## config.mk

```make
export PLATFORM = sky130hd
export DESIGN_NAME = sdp_scan_driver
export DESIGN_NICKNAME = d
export VERILOG_FILES = /design/src/rtl/sdp_scan_driver.sv
export SDC_FILE = /design/constraint.sdc
export NUM_CORES = 1
export LEC_CHECK = 0
export ABC_AREA = 0
export BUFFER_PORTS_ARGS = -buffer_cell sky130_fd_sc_hd__buf_2
export CORE_MARGIN = 2
export CORE_UTILIZATION = 50
export DETAILED_ROUTE_END_ITERATION = 6
export GPL_ROUTABILITY_DRIVEN = 0
export GPL_TIMING_DRIVEN = 0
export PLACE_DENSITY = 0.73
export SETUP_SLACK_MARGIN = 0.1
export SYNTH_ARGS = -nofsm -noshare
export SYNTH_HDL_FRONTEND = slang
export SYNTH_SLANG_ARGS = --single-unit
```

## constraint.sdc

```tcl
create_clock -name clk -period 6.9 [get_ports clk]
set_clock_uncertainty 0.2 [all_clocks]
set_input_delay 0.69 -clock clk [delete_from_list [all_inputs] [get_ports clk]]
set_output_delay 0.69 -clock clk [all_outputs]
set_load 0.02 [all_outputs]
```

## src/rtl/sdp_scan_driver.sv

```systemverilog
`default_nettype none
// ============================================================================
// Module      : sdp_scan_driver
// Description : Time-multiplexed scan controller for an 8-digit seven-segment
//               display. Steps the digit index, drives the active-low cathode
//               bus with the hex glyph of the selected digit, snapshots the
//               display data once per frame and blanks each slot's lead-in.
// Revision    : 1.0 - initial release
// ============================================================================
module sdp_scan_driver #(
    parameter int DIV   = 100000,  // clock cycles per digit slot
    parameter int BLANK = 1000     // cathode-off cycles at the start of a slot
) (
    input  logic        clk,
    input  logic        rst,
    input  logic [31:0] data,
    input  logic [7:0]  dmask,
    input  logic [7:0]  dpmask,
    output logic [2:0]  sel,
    output logic [6:0]  seg,
    output logic        dp,
    output logic        frame_start
);

    localparam logic [19:0] c_cnt_last = 20'(DIV - 1);
    localparam logic [6:0]  c_seg_off  = 7'h7F;

    // Slot phase, derived purely from the slot counter.
    typedef enum logic [0:0] {
        PH_BLANK = 1'b0,
        PH_SHOW  = 1'b1
    } phase_e;

    logic [19:0] cnt_q,         cnt_d;
    logic [2:0]  sel_q,         sel_d;
    logic [31:0] data_s_q,      data_s_d;
    logic [7:0]  dmask_s_q,     dmask_s_d;
    logic [7:0]  dpmask_s_q,    dpmask_s_d;
    logic        frame_start_q, frame_start_d;

    logic        w_in_blank;
    phase_e      w_phase;
    logic [3:0]  w_nibble;
    logic [6:0]  w_glyph;

    // Blank-window detect; with no blank window the compare is dropped entirely.
    generate
        if (BLANK > 0) begin : g_blank
            localparam logic [19:0] c_blank = 20'(BLANK);
            assign w_in_blank = (cnt_q < c_blank);
        end else begin : g_no_blank
            assign w_in_blank = 1'b0;
        end
    endgenerate

    assign w_phase = w_in_blank ? PH_BLANK : PH_SHOW;

    // Next-state: slot counter, digit index, end-of-frame snapshot and pulse.
    always_comb begin
        cnt_d         = cnt_q + 20'd1;
        sel_d         = sel_q;
        data_s_d      = data_s_q;
        dmask_s_d     = dmask_s_q;
        dpmask_s_d    = dpmask_s_q;
        frame_start_d = 1'b0;
        if (cnt_q == c_cnt_last) begin
            cnt_d = 20'd0;
            sel_d = sel_q + 3'd1;
            // Last cycle of the last slot: the next cycle begins a new frame,
            // so latch the inputs here to keep the whole frame tear-free.
            if (sel_q == 3'd7) begin
                data_s_d      = data;
                dmask_s_d     = dmask;
                dpmask_s_d    = dpmask;
                frame_start_d = 1'b1;
            end
        end
    end

    // State registers with synchronous reset.
    always_ff @(posedge clk) begin
        if (rst) begin
            cnt_q         <= 20'd0;
            sel_q         <= 3'd0;
            data_s_q      <= 32'd0;
            dmask_s_q     <= 8'd0;
            dpmask_s_q    <= 8'd0;
            frame_start_q <= 1'b0;
        end else begin
            cnt_q         <= cnt_d;
            sel_q         <= sel_d;
            data_s_q      <= data_s_d;
            dmask_s_q     <= dmask_s_d;
            dpmask_s_q    <= dpmask_s_d;
            frame_start_q <= frame_start_d;
        end
    end

    assign w_nibble = data_s_q[{sel_q, 2'b00} +: 4];

    // Hex-to-glyph lookup, cathodes {g,f,e,d,c,b,a} active-low.
    always_comb begin
        case (w_nibble)
            4'h0:    w_glyph = 7'h40;
            4'h1:    w_glyph = 7'h79;
            4'h2:    w_glyph = 7'h24;
            4'h3:    w_glyph = 7'h30;
            4'h4:    w_glyph = 7'h19;
            4'h5:    w_glyph = 7'h12;
            4'h6:    w_glyph = 7'h02;
            4'h7:    w_glyph = 7'h78;
            4'h8:    w_glyph = 7'h00;
            4'h9:    w_glyph = 7'h10;
            4'hA:    w_glyph = 7'h08;
            4'hB:    w_glyph = 7'h03;
            4'hC:    w_glyph = 7'h46;
            4'hD:    w_glyph = 7'h21;
            4'hE:    w_glyph = 7'h06;
            default: w_glyph = 7'h0E;
        endcase
    end

    // Cathode drive from registered state only; dark in blank phase or when masked.
    always_comb begin
        seg = c_seg_off;
        dp  = 1'b1;
        if (w_phase == PH_SHOW && dmask_s_q[sel_q]) begin
            seg = w_glyph;
            dp  = ~dpmask_s_q[sel_q];
        end
    end

    assign sel         = sel_q;
    assign frame_start = frame_start_q;

endmodule
`default_nettype wire

```

==> results of run 1 <==
-- through the flow --
stage | cells | util (%) | power [mW] | worst slack (ps)
after floorplan | 386 | - | 0.4367 | 3618
after global placement | 523 | 58.60 | 0.4533 | 3432
after detailed placement | 523 | 58.60 | 0.4538 | 3400
after CTS | 539 | 61.66 | 0.7817 | 3012
after global routing | 539 | 61.66 | 0.8050 | 2876
final | 539 | 61.66 | 0.7743 | 3005
-- worst paths after layout --
check / startpoint / to / slack (ps) / cells past startpoint
min: dmask_s_q[3]$_SDFFE_PP0P_ / dmask_s_q[3]$_SDFFE_PP0P_ / 250 / 2
min reg2reg: dmask_s_q[3]$_SDFFE_PP0P_ / dmask_s_q[3]$_SDFFE_PP0P_ / 250 / 2
max: sel[0]$_SDFFE_PP0N_ / seg[0] / 3010 / 8
max reg2reg: cnt_q[0]$_SDFF_PP0_ / data_s_q[3]$_SDFFE_PP0P_ / 4480 / 8
-- layout by cell type (no fill, tap or decap), types with 2 or more instances in the layout --
master and instances:
a21oi_1 50, and3_1 7, buf_2 64, buf_4 3
buf_6 3, clkbuf_1 12, clkbuf_8 9, clkinv_4 2
dfxtp_1 72, ha_1 8, inv_1 5, mux2_2 3
mux2i_1 9, mux4_1 3, mux4_2 9, nand2_1 107
nand3_1 11, nor2_1 29, nor3_1 5, nor4_1 3
o211ai_1 4, o21ai_1 2, o221ai_1 3, or2_1 2
or3_1 2, xnor2_1 14, xor2_1 5
-- worst min-delay path: cells and delay by family (launching register included) --
kind	cells	cell delay (ps)
DFF	1	310
and+or+nand+nor	1	50
AOI/OAI and AO/OA	1	50
-- registers in the layout, indices dropped and copies added (netlist names) --
| register | cells |
|---|---|
| frame_start | 1 |
| data_s_q | 32 |
| dpmask_s_q | 8 |
| cnt_q | 20 |
| sel | 3 |
| dmask_s_q | 8 |
-- power by group --
group	switching, mW	internal (mW)	leakage, nW
clock network	0.161	0.169	0.0968
registers	0.00162	0.417	0.580
logic	0.0130	0.0129	0.785
total	0.176	0.598	1.46
-- cell families after synthesis --
kind of cell | count (synthesis)
adder cells (fa/ha/maj) | 8
flip-flops | 72
XOR/XNOR | 19
multiplexers | 26
AND/OR/NAND/NOR | 174
AO/OA/AOI/OAI | 60
buffers and inverters | 27
-- area by class of cell --
| class | instances | share of cell area (%) |
|---|---|---|
| inverters | 5 | 0.4739 |
| plain buffers | 22 | 3.065 |
| flip-flops and latches | 72 | 36.40 |
| clock inverters | 6 | 1.738 |
| repair buffers | 60 | 7.583 |
| well taps | 77 | 2.433 |
| clock buffers | 10 | 3.223 |
| multi-input cells | 287 | 45.09 |
-- routing by layer --
metal	wire length, um	global-route usage (%)
met3	384	6.833
met1	3356	27.53
met5	0	0
met4	166	7.215
met2	3656	37.70
==> run metrics, run 1 <==
Synth Cell Area 3367 um^2; Fmax 256.8 MHz; CP cell instances buf_6 > mux4_2 > mux2_2 > ha_1 > or3_1 > o21ai_1 > o21ai_1 > buf_2; fin crit share 56.45%; Synth warnings 0; syn avg cell area 8.723 um^2; Via Count 2851; # hold bufs at CTS 0; Clock Sink Count 72; smallest hold slack 249.9 ps; number of global-route vias before repair 2836; outcome finished, final reports clean; DRT antenna net count 0; Synth Area in Simple Gates 22.41%; Max Cap Viol 0; CP peak stage delay 560 ps; HP Class reg2reg; nets@finish 515; post-cts resize count 0; drt drc 0; I/O Buffers 60; Mapped Cells 386; Pins Over Slew Limit 0; H-Tree Depth 3; fin crit period 3895 ps; Via density 5.289; Area growth syn-to-layout 17.61%; total core area 6422 um^2; cell with the most instances after synthesis nand2_1; Crit Path Max Fanout 10; total track usage 22.46%; PwrDens 195.5 nW/um^2; DIE HEIGHT 86.06 um; Pre-antenna DRT Iters 4; Fin. Hold Viols 0; dominant cells by area after synthesis dfxtp_1 43%, nand2_1 12%, a21oi_1 7.4%; Worst-path clk slew 80 ps; #FFs+latches synth 72; Max VDD drop 0.1225 mV; CTS Buffer Depth 2; Num CTS Buffers 9; ANT cells 0; Tightest Pin Transition 666.2 ps; Relative slew margins 55.25%; Clock Root Buffer clkbuf_8; area of the multi-input gates 1785 um^2; RSZ-0062 raised after global routing no; Syn Nets 444; row cnt 29; Chip Width 86.06 um; Worst Setup Start Kind flop; sequential area share after synthesis 42.81%; Max stage delay cell, worst path mux4_2; largest family of logic cells by synthesized area simple AND/OR/NAND/NOR gates; CTS tree built; Yosys cell types 37; Adder-Cell Fraction of Synth Area 2.973%; first-pass GRT wire length 12950 um; Most common cell on crit path o21ai_1; Finish-stage setup viols 0; share of layout cells above drive strength 1 22.29%; kind of critical path reg2out; GRT Residual Overflow 0; final instance area 3960 um^2; Clk Latency, worst-skew pair 340 ps; CP Capture Type output pin; area fraction in compound gates after synthesis 9.550%; leakage 1.462 nW; CP arrival 3000 ps; Post-synth EDFFs 0; drt wl/cell 14.03 um; top cell type's share of synthesized area 42.81%; die footprint 7406 um^2; mux cell area share after synthesis 13.15%; num ports 62; CP Data Required Time 6010 ps; largest net degree at the start of global routing 14; Main synth FF type dfxtp_1; Final HPWL DP 5606 um; Layout fillers 589; asr flop ratio synth 0%; postcts setup bufs 0; FF+latch area 1441 um^2; initial antenna violation count 0; Post-synth top cells 107 x nand2_1, 72 x dfxtp_1, 50 x a21oi_1, 29 x nor2_1, 14 x xnor2_1; Worst Path Buf+Inv 2; Crit path max-delay family multiplexers; biggest area consumer among synthesized cells dfxtp_1; Placed Area 3764 um^2; xor/xnor share of the synthesized area 4.942%; Routed WL 7563 um; setup TNS 0 ps; Initial Utilization 52.43%; Initial DRC Count 84
No activity file was read; power rests on OpenSTA's default activity.
==> run 2, diff against run 1 <==
--- a/config.mk
+++ b/config.mk
@@ -5,14 +5,14 @@
 export SDC_FILE = /design/constraint.sdc
 export NUM_CORES = 1
 export LEC_CHECK = 0
-export ABC_AREA = 0
+export ABC_AREA = 1
 export BUFFER_PORTS_ARGS = -buffer_cell sky130_fd_sc_hd__buf_2
 export CORE_MARGIN = 2
 export CORE_UTILIZATION = 50
 export DETAILED_ROUTE_END_ITERATION = 6
 export GPL_ROUTABILITY_DRIVEN = 0
 export GPL_TIMING_DRIVEN = 0
-export PLACE_DENSITY = 0.73
+export PLACE_DENSITY = 0.72
 export SETUP_SLACK_MARGIN = 0.1
 export SYNTH_ARGS = -nofsm -noshare
 export SYNTH_HDL_FRONTEND = slang
==> constraint.sdc (replaced) <==
create_clock -name clk -period 3.8 [get_ports clk]
set_clock_uncertainty 0.2 [all_clocks]
set_input_delay 0.38 -clock clk [delete_from_list [all_inputs] [get_ports clk]]
set_output_delay 0.38 -clock clk [all_outputs]
set_load 0.02 [all_outputs]
==> run metrics, run 2 <==
outcome finished, final reports clean; Synth Cell Area 3872 um^2; Initial DRC Count 199; internal power 1.088 mW; fin cells 811; dominant cells by area after synthesis dfxtp_1 37%, nand2_1 19%, nor2_1 12%; CP Data Required Time 3220 ps; Tightest Pin Transition 637.2 ps; final instance area 4507 um^2; leakage 2.358 nW; Post-synth EDFFs 0; # hold bufs at CTS 0; Worst-path clk slew 100 ps; CP arrival 2690 ps; Via density 4.991; Crit Path Max Fanout 10; most frequent cells in the layout 195 x nand2_1, 126 x nor2_1, 81 x inv_1; max FFs per register 32; largest registers data_s_q x32, cnt_q x20; total core area 7607 um^2; CTS Buffer Depth 2; Worst Setup Start Kind flop; Crit path max-delay family buffers and inverters; utilization after layout 59.24%; commonest non-fill, non-tap cell in the layout nand2_1; fin crit share 85.98%; asr flop ratio synth 0%; biggest area consumer among synthesized cells dfxtp_1; Yosys cell types 23; share of layout cells above drive strength 1 13.82%; Max stage delay cell, worst path dfxtp_1; smallest hold slack 4.514 ps; nets@finish 762; largest net degree at the start of global routing 15; drt drc 0; Synth warnings 0; Syn Nets 690; CP Capture Type output pin; H-Tree Depth 3; DIE HEIGHT 92.01 um; Max Cap Viol 0; kind of critical path reg2out; initial antenna violation count 0; NetSw 0.3487 mW; Final HPWL DP 7366 um; CP cell instances buf_2 > buf_2 > nand2_1 > nand3_1 > nand3_1 > o21ai_0 > inv_1 > ha_1 > nand3_1 > nand2_1 > nand2_1 > nand3_1 > buf_2; fin crit period 3267 ps; setup TNS 0 ps; syn avg cell area 6.127 um^2; num ports 62; number of global-route vias before repair 3704; Relative slew margins 57.07%; Routed WL 10010 um; postcts setup bufs 0; DRT antenna net count 0; Switching Fraction 24.27%; ANT cells 0; Worst Path Buf+Inv 4; die footprint 8465 um^2; RSZ-0062 raised after global routing no; row cnt 32; Initial Utilization 50.90%; Clock Sink Count 72; combinational group share of total power 3.2%; first-pass GRT wire length 16860 um; Pre-antenna DRT Iters 5; power share of the clock group 44.0%; #FFs+latches synth 72; cell with the most instances after synthesis nand2_1; Clk Latency, worst-skew pair 360 ps; top cell type's share of synthesized area 37.22%; placed cell count 795; HP Class in2reg; Num CTS Buffers 9; sequential share of power 52.8%; PwrDens 318.8 nW/um^2; drt wl/cell 12.35 um; Placed Area 4305 um^2; GRT Residual Overflow 0; Area growth syn-to-layout 16.38%; Via Count 4048; CTS tree built; sequential area share after synthesis 37.22%; CP peak stage delay 380 ps; Mapped Cells 632; Main synth FF type dfxtp_1; Max VDD drop 0.2130 mV; Most common cell on crit path nand3_1; Pins Over Slew Limit 0; I/O Buffers 61; post-cts resize count 0; total track usage 24.67%; Post-synth top cells 195 x nand2_1, 126 x nor2_1, 81 x inv_1, 72 x dfxtp_1, 56 x nand3_1; Finish-stage setup viols 0; largest reg by FF count data_s_q; Clock Root Buffer clkbuf_8; Fmax 306.1 MHz; Fin. Hold Viols 0; Chip Width 92.01 um
-- run 2: cell types whose count changed after synthesis, moves of 7 or more --
| cell | previous run | this run |
|---|---|---|
| nor2_1 | 29 | 126 |
| nand2_1 | 107 | 195 |
| inv_1 | 5 | 81 |
| nand3_1 | 11 | 56 |
| a21oi_1 | 50 | 19 |
| o21ai_0 | 1 | 17 |
| xnor2_1 | 14 | 0 |
| nand4_1 | 1 | 12 |
| mux2i_1 | 9 | 0 |
| mux4_2 | 9 | 0 |
| and3_1 | 7 | 0 |
-- run 2: cell families (layout without fill, tap and decap cells) --
family / count (synthesis) / after routing / synth area share [%]
AO/OA/AOI/OAI: 37 / 37 / 4.879
XOR/XNOR: 5 / 5 / 1.131
adder cells (fa/ha/maj): 8 / 8 / 2.585
buffers and inverters: 107 / 184 / 11.44
flip-flops: 72 / 72 / 37.22
AND/OR/NAND/NOR: 403 / 403 / 42.75
-- run 2: power groups by stage --
stage | logic [mW] | registers (mW) | clock network (mW)
6_report | 0.0454 | 0.758 | 0.633
3_5_place_dp | 0.0451 | 0.776 | 0
3_3_place_gp | 0.0442 | 0.776 | 0
2_1_floorplan | 0.0144 | 0.776 | 0
4_1_cts | 0.0453 | 0.758 | 0.634
5_1_grt | 0.0505 | 0.759 | 0.673
-- run 2: cell type report --
| type | instances | area [um^2] |
|---|---|---|
| Fill cell | 761 | 3100 |
| Multi-Input combinational cell | 453 | 1988 |
| Sequential cell | 72 | 1441 |
| Inverter | 82 | 307.8 |
| Timing Repair Buffer | 61 | 305.3 |
| Buffer | 25 | 135.1 |
| Tap cell | 102 | 127.6 |
| Clock buffer | 9 | 123.9 |
| Clock inverter | 7 | 77.57 |
-- run 2: final timing paths --
check / start / end / slack (ps) / cells after the start
worst max-delay path: sel[0]$_SDFFE_PP0N_ / seg[3] / 530 / 13
worst min-delay path: rst / frame_start$_SDFF_PP0_ / 5 / 2
worst max register to register: cnt_q[0]$_SDFF_PP0_ / data_s_q[7]$_SDFFE_PP0P_ / 1680 / 8
worst min register to register: cnt_q[0]$_SDFF_PP0_ / cnt_q[0]$_SDFF_PP0_ / 260 / 1
-- run 2: worst register-to-register path: cells and delay by family (launching register included) --
kind | cells | cell delay (ps)
AND/OR/NAND/NOR | 5 | 730
buffers and inverters | 2 | 450
flip-flops | 1 | 360
adder cells (fa/ha/maj) | 1 | 280
-- run 2: through the flow --
step                      worst slack [ps]  total power [mW]
final                                532.9             1.437
after global routing                 265.2             1.483
after CTS                            533.5             1.438
after detailed placement             920.6            0.8213
after global placement               941.5            0.8203
after floorplan                       1227            0.7903
-- run 2: per-layer routing --
metal  wire (um)  share of wire (%)  up-vias  track usage (%)
met1        4486                 45     1822            31.74
met5           0                  0        -                0
met3         553                5.5       25            5.012
li1            -                  -     2077                -
met4         252                2.5        0            8.955
met2        4723                 47      124            40.99
